==> src/rtl/nanorv32_csr.sv <==
// nanorv32_csr_exec: runs CSRRW/RS/RC(I) as a read-modify-write
// sequence on the CSR bus and stalls execute until the old value is ready.
module nanorv32_csr_exec #(
  parameter int CSR_ADDR_W = 12,
  parameter int DATA_W     = 32
) (
  input  logic                  clk,
  input  logic                  rst_n,
  input  logic                  exe_csr_valid,
  input  logic [1:0]            exe_csr_op,
  input  logic                  exe_csr_imm_sel,
  input  logic [CSR_ADDR_W-1:0] exe_csr_addr,
  input  logic [DATA_W-1:0]     exe_csr_rs1_data,
  input  logic                  exe_csr_rs1_is_x0,
  input  logic [4:0]            exe_csr_zimm,
  input  logic                  stall_exe,
  output logic                  csr_exe_stall,
  output logic [DATA_W-1:0]     csr_exe_rd_wdata,
  output logic                  csr_exe_rd_we,
  output logic                  csr_exe_illegal,
  output logic [CSR_ADDR_W-1:0] core_csr_addr,
  output logic [DATA_W-1:0]     core_csr_wdata,
  output logic                  core_csr_write,
  input  logic [DATA_W-1:0]     csr_core_rdata
);

  typedef enum logic [1:0] {
    IDLE,
    READ,
    WRITE,
    DONE
  } state_t;

  state_t                state;
  logic [CSR_ADDR_W-1:0] addr_r;
  logic [1:0]            op_r;
  logic [DATA_W-1:0]     src_r;
  logic [DATA_W-1:0]     rdata_r;
  logic [DATA_W-1:0]     wdata_r;
  logic                  wr_req_r;
  logic                  illegal_r;

  logic [DATA_W-1:0] src;
  logic              src_nz;
  logic              wr_req;
  logic              illegal;
  logic              accept;
  logic [DATA_W-1:0] mod_val;
  logic              done_go;

  always_comb begin
    src = exe_csr_rs1_data;
    src_nz = !exe_csr_rs1_is_x0;
    if (exe_csr_imm_sel) begin
      src = {{(DATA_W-5){1'b0}}, exe_csr_zimm};
      src_nz = |exe_csr_zimm;
    end
  end

  // The top two address bits equal to 11 mark a read-only CSR.
  assign wr_req  = (exe_csr_op == 2'b01) | src_nz;
  assign illegal = (exe_csr_op == 2'b00) |
                   ((exe_csr_addr[CSR_ADDR_W-1 -: 2] == 2'b11)
                    & wr_req);
  assign accept  = exe_csr_valid & !stall_exe;

  always_comb begin
    case (op_r)
      2'b01:   mod_val = src_r;
      2'b10:   mod_val = csr_core_rdata | src_r;
      2'b11:   mod_val = csr_core_rdata & ~src_r;
      default: mod_val = '0;
    endcase
  end

  always_ff @(posedge clk) begin
    if (!rst_n) begin
      state     <= IDLE;
      addr_r    <= '0;
      op_r      <= '0;
      src_r     <= '0;
      rdata_r   <= '0;
      wdata_r   <= '0;
      wr_req_r  <= 1'b0;
      illegal_r <= 1'b0;
    end else begin
      unique case (state)
        IDLE: begin
          if (accept) begin
            addr_r    <= exe_csr_addr;
            op_r      <= exe_csr_op;
            src_r     <= src;
            wr_req_r  <= wr_req;
            illegal_r <= illegal;
            rdata_r   <= '0;
            state     <= illegal ? DONE : READ;
          end
        end
        READ: begin
          rdata_r <= csr_core_rdata;
          wdata_r <= mod_val;
          state   <= wr_req_r ? WRITE : DONE;
        end
        WRITE: state <= DONE;
        DONE: begin
          if (!stall_exe)
            state <= IDLE;
        end
      endcase
    end
  end

  // Every output is gated by rst_n so a reset cycle never leaks
  // a write strobe or rd write from the aborted sequence.
  assign csr_exe_stall = rst_n &
                         (((state == IDLE) & exe_csr_valid) |
                          (state == READ) |
                          (state == WRITE));

  assign core_csr_addr =
    (rst_n && state != IDLE) ? addr_r : '0;
  assign core_csr_write = rst_n && (state == WRITE);
  assign core_csr_wdata =
    core_csr_write ? wdata_r : '0;

  assign done_go          = rst_n && (state == DONE) && !stall_exe;
  assign csr_exe_rd_we    = done_go & !illegal_r;
  assign csr_exe_illegal  = done_go & illegal_r;
  assign csr_exe_rd_wdata = csr_exe_rd_we ? rdata_r : '0;

endmodule

==> config.mk <==
export PLATFORM = sky130hd
export DESIGN_NAME = nanorv32_csr_exec
export DESIGN_NICKNAME = d
export VERILOG_FILES = /design/src/rtl/nanorv32_csr.sv
export SDC_FILE = /design/constraint.sdc
export NUM_CORES = 1
export LEC_CHECK = 0
export ABC_CLOCK_PERIOD_IN_PS = 2100
export CAP_MARGIN = 20
export CORE_ASPECT_RATIO = 1.4
export CORE_MARGIN = 1
export CORE_UTILIZATION = 48
export DETAILED_ROUTE_END_ITERATION = 8
export PLACE_DENSITY = 0.87
export SYNTH_ARGS = -nofsm -noshare
export SYNTH_HDL_FRONTEND = slang
export SYNTH_SLANG_ARGS = --single-unit
==> constraint.sdc <==
create_clock -name clk -period 2.1 [get_ports clk]
set_clock_uncertainty 0.15 [all_clocks]
set_input_delay 0.42 -clock clk [delete_from_list [all_inputs] [get_ports clk]]
set_output_delay 0.42 -clock clk [all_outputs]
set_load 0.05 [all_outputs]
# ---- Word level (Yosys, flattened, before mapping)
# Index checks and enable logic that the tools add are counted.
dict set report op_classes {
  n_eq_ne 10
  n_mux 13
  bitwise 13
  n_reduce_logical 15
}
# op n
set op_table {}
lappend op_table {{two-way mux 32 bit} 4}
lappend op_table {{case mux 32 bit (3 select lines)} 1}
lappend op_table {{case mux 32 bit (2 select lines)} 1}
lappend op_table {{AND 32 bit} 1}
lappend op_table {{inverter 32 bit} 1}
lappend op_table {{bitwise OR 32 bit} 1}
lappend op_table {{two-way mux 12 bit} 1}
lappend op_table {{== test 2 bit, second input constant} 5}
lappend op_table {{case mux 2 bit (4 select lines)} 1}
lappend op_table {{AND 1 bit} 6}
lappend op_table {{== test 2 x 1 -> 1 bit, second input constant} 3}
lappend op_table {{two-way mux 2 bit} 3}
lappend op_table {{AND reduction 2 bit} 3}
lappend op_table {{OR reduction 5 bit} 1}
lappend op_table {{logical AND 1 bit} 4}
lappend op_table {{zero test 2 bit} 2}
lappend op_table {{!= test 2 bit, second input constant} 2}
lappend op_table {{bitwise OR 1 bit} 4}
lappend op_table {{nonzero test 2 bit} 2}
lappend op_table {{zero test 1 bit} 3}
lappend op_table {{two-way mux 1 bit} 2}
dict set report totals {
  reg_bits 114
  in_bits 89
  out_inout_bits 80
  wordCells 59
}

# ---- Longest topological paths before layout
dict set report logic_depth {
  ltp_word 8
  depth_mapped 9
  mapped_depth_nobuf 6
}

# ---- Worst setup path after synthesis
# Ideal clock, no wire load.
dict set report synth_path {
  path_kind {register -> output}
  startpoint {register state[1]}
  endpoint {output port csr_exe_illegal}
  arrival_ns 1.765
  required_ns 1.530
  path_slack_ns -0.235
  path_stages_with_launch 4
  path_buffers 0
  cell_sequence {dfxtp_1 ha_1 nand2_1 nor3b_1}
}
dict set report synth_via {
  elab_chain_len 4
}
# element line_no
set synth_lines {}
lappend synth_lines {{start, declared} 34} ;# state_t state;
lappend synth_lines {{start signal, assigned} 96} ;# state <= illegal ? DONE : READ;
lappend synth_lines {{start signal, assigned} 102} ;# state <= wr_req_r ? WRITE : DONE;
lappend synth_lines {{== test 2 bit} 126} ;# assign done_go = rst_n && (state == DONE) && !stall_exe;
lappend synth_lines {{logical AND 1 bit (2 in a row)} 126}
lappend synth_lines {{AND 1 bit} 128} ;# assign csr_exe_illegal = done_go & illegal_r;
lappend synth_lines {{end, declared} 20} ;# output logic csr_exe_illegal,
# No other way between the ends.

# ---- Worst setup path after layout
dict set report layout_path {
  startpoint {register state[0]}
  endpoint {output port csr_exe_rd_wdata[9]}
}
dict set report layout_via {
  elab_chain_len 5
}
# element line_no
set layout_lines {}
lappend layout_lines {{== test 2 bit} 126}
lappend layout_lines {{logical AND 1 bit (2 in a row)} 126}
lappend layout_lines {{AND 1 bit} 127} ;# assign csr_exe_rd_we = done_go & !illegal_r;
lappend layout_lines {{two-way mux 32 bit} 129} ;# assign csr_exe_rd_wdata = csr_exe_rd_we ? rdata_r : '0;
lappend layout_lines {{end, declared} 18} ;# output logic [DATA_W-1:0] csr_exe_rd_wdata,
# No other way between the ends.

==> out/qor.txt <==
result of the run: complete, but fails checks
failing checks: negative setup slack
full die area: 12250 um^2
NumNets Final: 922
R2R setup slack: 0.03 ns
Ys Warns: 0
ys async rst share: 0%
placed cell area: 8409 um^2
Post-Syn Instances: 656
Worst setup SP type: flip-flop
CTS Buf Count: 17
hold crit path type: primary input to flip-flop
Post-synth EDFFs: 0
drt pass-1 iters: 5
DR iter-0 viols: 396
Synth cell types: 35
FF-to-FF path depth: 8
Initial Util: 49.73%
Ports: 169
Synth area leader: dfxtp_1
Critical Path RT: 1.53 ns
drt total wl: 20710 um
Final period util: 114.5%
Max Cap Viol: 0
FF/Latch Area: 2291 um^2
Sum Neg Setup Slack: -18.04 ns
worst setup path class: flip-flop to output port
Hold-fix buffers, CTS: 0
syn_area_per_cell: 8.638 um^2
Port Buffer Count: 168
syn_nets: 750
crit path DAT: 1.83 ns
Worst Max-Slew Pin Slew: 0.4813 ns
Worst VDD drop: 0.8144 mV
RD Place Congestion: 0.8431
Synth area leaders: dfxtp_1, o211a_1, nand2_1
area grow syn2layout: 68.23%
total track usage: 32.28%
Slew HR: 67.91%
Worst Hold End: wr_req_r
Die X: 93.83 um
first-pass GRT wire length: 29760 um
hold_sp: rst_n
CP cell instances: ha_4, nand2_4, nor3_4, buf_4, clkbuf_16, and2_4, buf_12
number of diodes: 0
Die Y: 130.6 um
RR Endpoint: rdata_r[17]
Yosys top cell area share: 40.27%
Post-route DRC: 0
Pwr Density: 1005 nW/um^2
largest stage delay on the critical path: 0.37 ns
final core occ: 83.65%
drt wl/cell: 21.02 um
Post-Syn Area: 5667 um^2
most common cell after layout, fill and taps aside: dfxtp_1
CTS tree: yes
DRT antenna net count: 0
Critical-path top delay cell: dfxtp_4
share of cells above drive strength 1: 30.44%
Congestion Overflow GR: 0
Core Region: 11400 um^2
Fill cells: 550
Finish-stage setup viols: 80
worst setup slack after layout: -0.3037 ns
CTS Buffer Depth: 2
Multi-input gate area: 3435 um^2
Reg-to-Reg Start: state[1]
worst hold path cell count: 3
dpl ws: -0.2521 ns
CTS root buf: clkbuf_16
Pwr Total: 0.009583 W
largest net degree at the start of global routing: 70
Lkg Pwr: 3.865 nW
CP Capture Type: output port
post-route cell area: 9533 um^2
H-tree depth: 4
fmax: 416.0 MHz
register area share after synthesis: 40.27%
vias after detailed routing: 5917
RSZ-0062 raised after global routing: yes
Final Hold Fails: 0
num rows: 46
clock transition at the registers of the reported paths: 0.05 ns
initial antenna violation count: 0
worst-path maximum fanout: 6
fin crit period: 2.404 ns
drt via density: 6.007
number of synthesized register bits: 114
clk sinks: 114
DPL Wire Length: 12090 um
worst skew pair latency: 0.41 ns
Slew Limit Fails: 0
vias in the first global route: 5832
ys flop type: dfxtp_1
most frequent cells in the layout: dfxtp_1, nand2_1, buf_12, clkdlybuf4s50_1, a21boi_0
## worst max-delay path: cells and delay by family, from the launching register on
family	cells	cell delay (ns)
AND/OR/NAND/NOR	3	0.40
flip-flops	1	0.37
buffers and inverters	3	0.48
adder cells (fa/ha/maj)	1	0.16
## cells by family (layout without fill, tap and decap cells)
group	count (synthesis)	count (layout)	share of synthesized area, %
AND/OR/NAND/NOR	292	292	28.55
AO/OA/AOI/OAI	174	174	23.56
flip-flops	114	114	40.27
buffers and inverters	65	250	5.344
adder cells (fa/ha/maj)	5	5	1.104
multiplexers	5	5	0.8832
XOR/XNOR	1	1	0.2871
## power by group
part | switching, W | internal, W | total (W)
sequential | 0.000363 | 0.00264 | 0.00301
combinational | 0.00196 | 0.00171 | 0.00367
clock | 0.000992 | 0.00191 | 0.00290
## cell usage after synthesis (6+ instances only)
library cell,number
dfxtp_1,114
nand2_1,97
and3_1,47
and2_1,45
a21boi_0,42
nor2b_1,37
o211a_1,37
clkbuf_1,35
nand2b_1,31
a22oi_1,30
nand3b_1,28
a21oi_1,20
buf_2,20
o211ai_1,17
o21ai_0,12
o21ai_1,6
## metal layers
metal,vias up,wire [um],track usage (%)
met4,0,1445,22.26
met3,111,1403,6.713
met2,332,10730,58.48
met5,-,0,0
met1,2828,7125,33.01
li1,2646,-,-
## worst max path at each step
stage | end | cells after the start | startpoint | slack [ns]
floorplan | csr_exe_illegal | 3 | state[1] | -0.24
global placement | csr_exe_rd_wdata[31] | 5 | stall_exe | -0.20
detailed placement | csr_exe_rd_wdata[31] | 5 | stall_exe | -0.25
CTS | csr_exe_rd_wdata[24] | 7 | state[0] | -0.26
global route | csr_exe_rd_wdata[7] | 7 | state[0] | -0.34
finish | csr_exe_rd_wdata[9] | 7 | state[0] | -0.30
## flip-flops by register name, indices dropped and copies added, names as in the netlist
name and flops:
op_r 2, wdata_r 32, wr_req_r 1, rdata_r 32
illegal_r 1, addr_r 12, state 2, src_r 32
## timing repair
| action | 4_1_cts | 5_1_grt |
|---|---|---|
| pin swaps | 15 | 21 |
| cloned | 2 | 3 |
| setup endpoints to repair | 80 | 83 |
| resized for setup | 77 | 28 |
| setup buffers | 7 | 6 |
## per-stage QoR
stage | instances | hold slack, ns
global placement | 936 | 0.2955
finish | 985 | 0.2288
floorplan | 656 | 0.2888
CTS | 977 | 0.1743
global route | 985 | 0.2220
detailed placement | 936 | 0.3055
## layout make-up
cell class / count / share of cell area, %
timing repair buffer: 213 / 31.55
clock buffer: 21 / 4.830
sequential: 114 / 24.03
inverter: 5 / 0.2494
tap: 144 / 1.890
clock inverter: 11 / 1.418
multi-input combinational: 477 / 36.03
(Power assumes the default switching activity.)
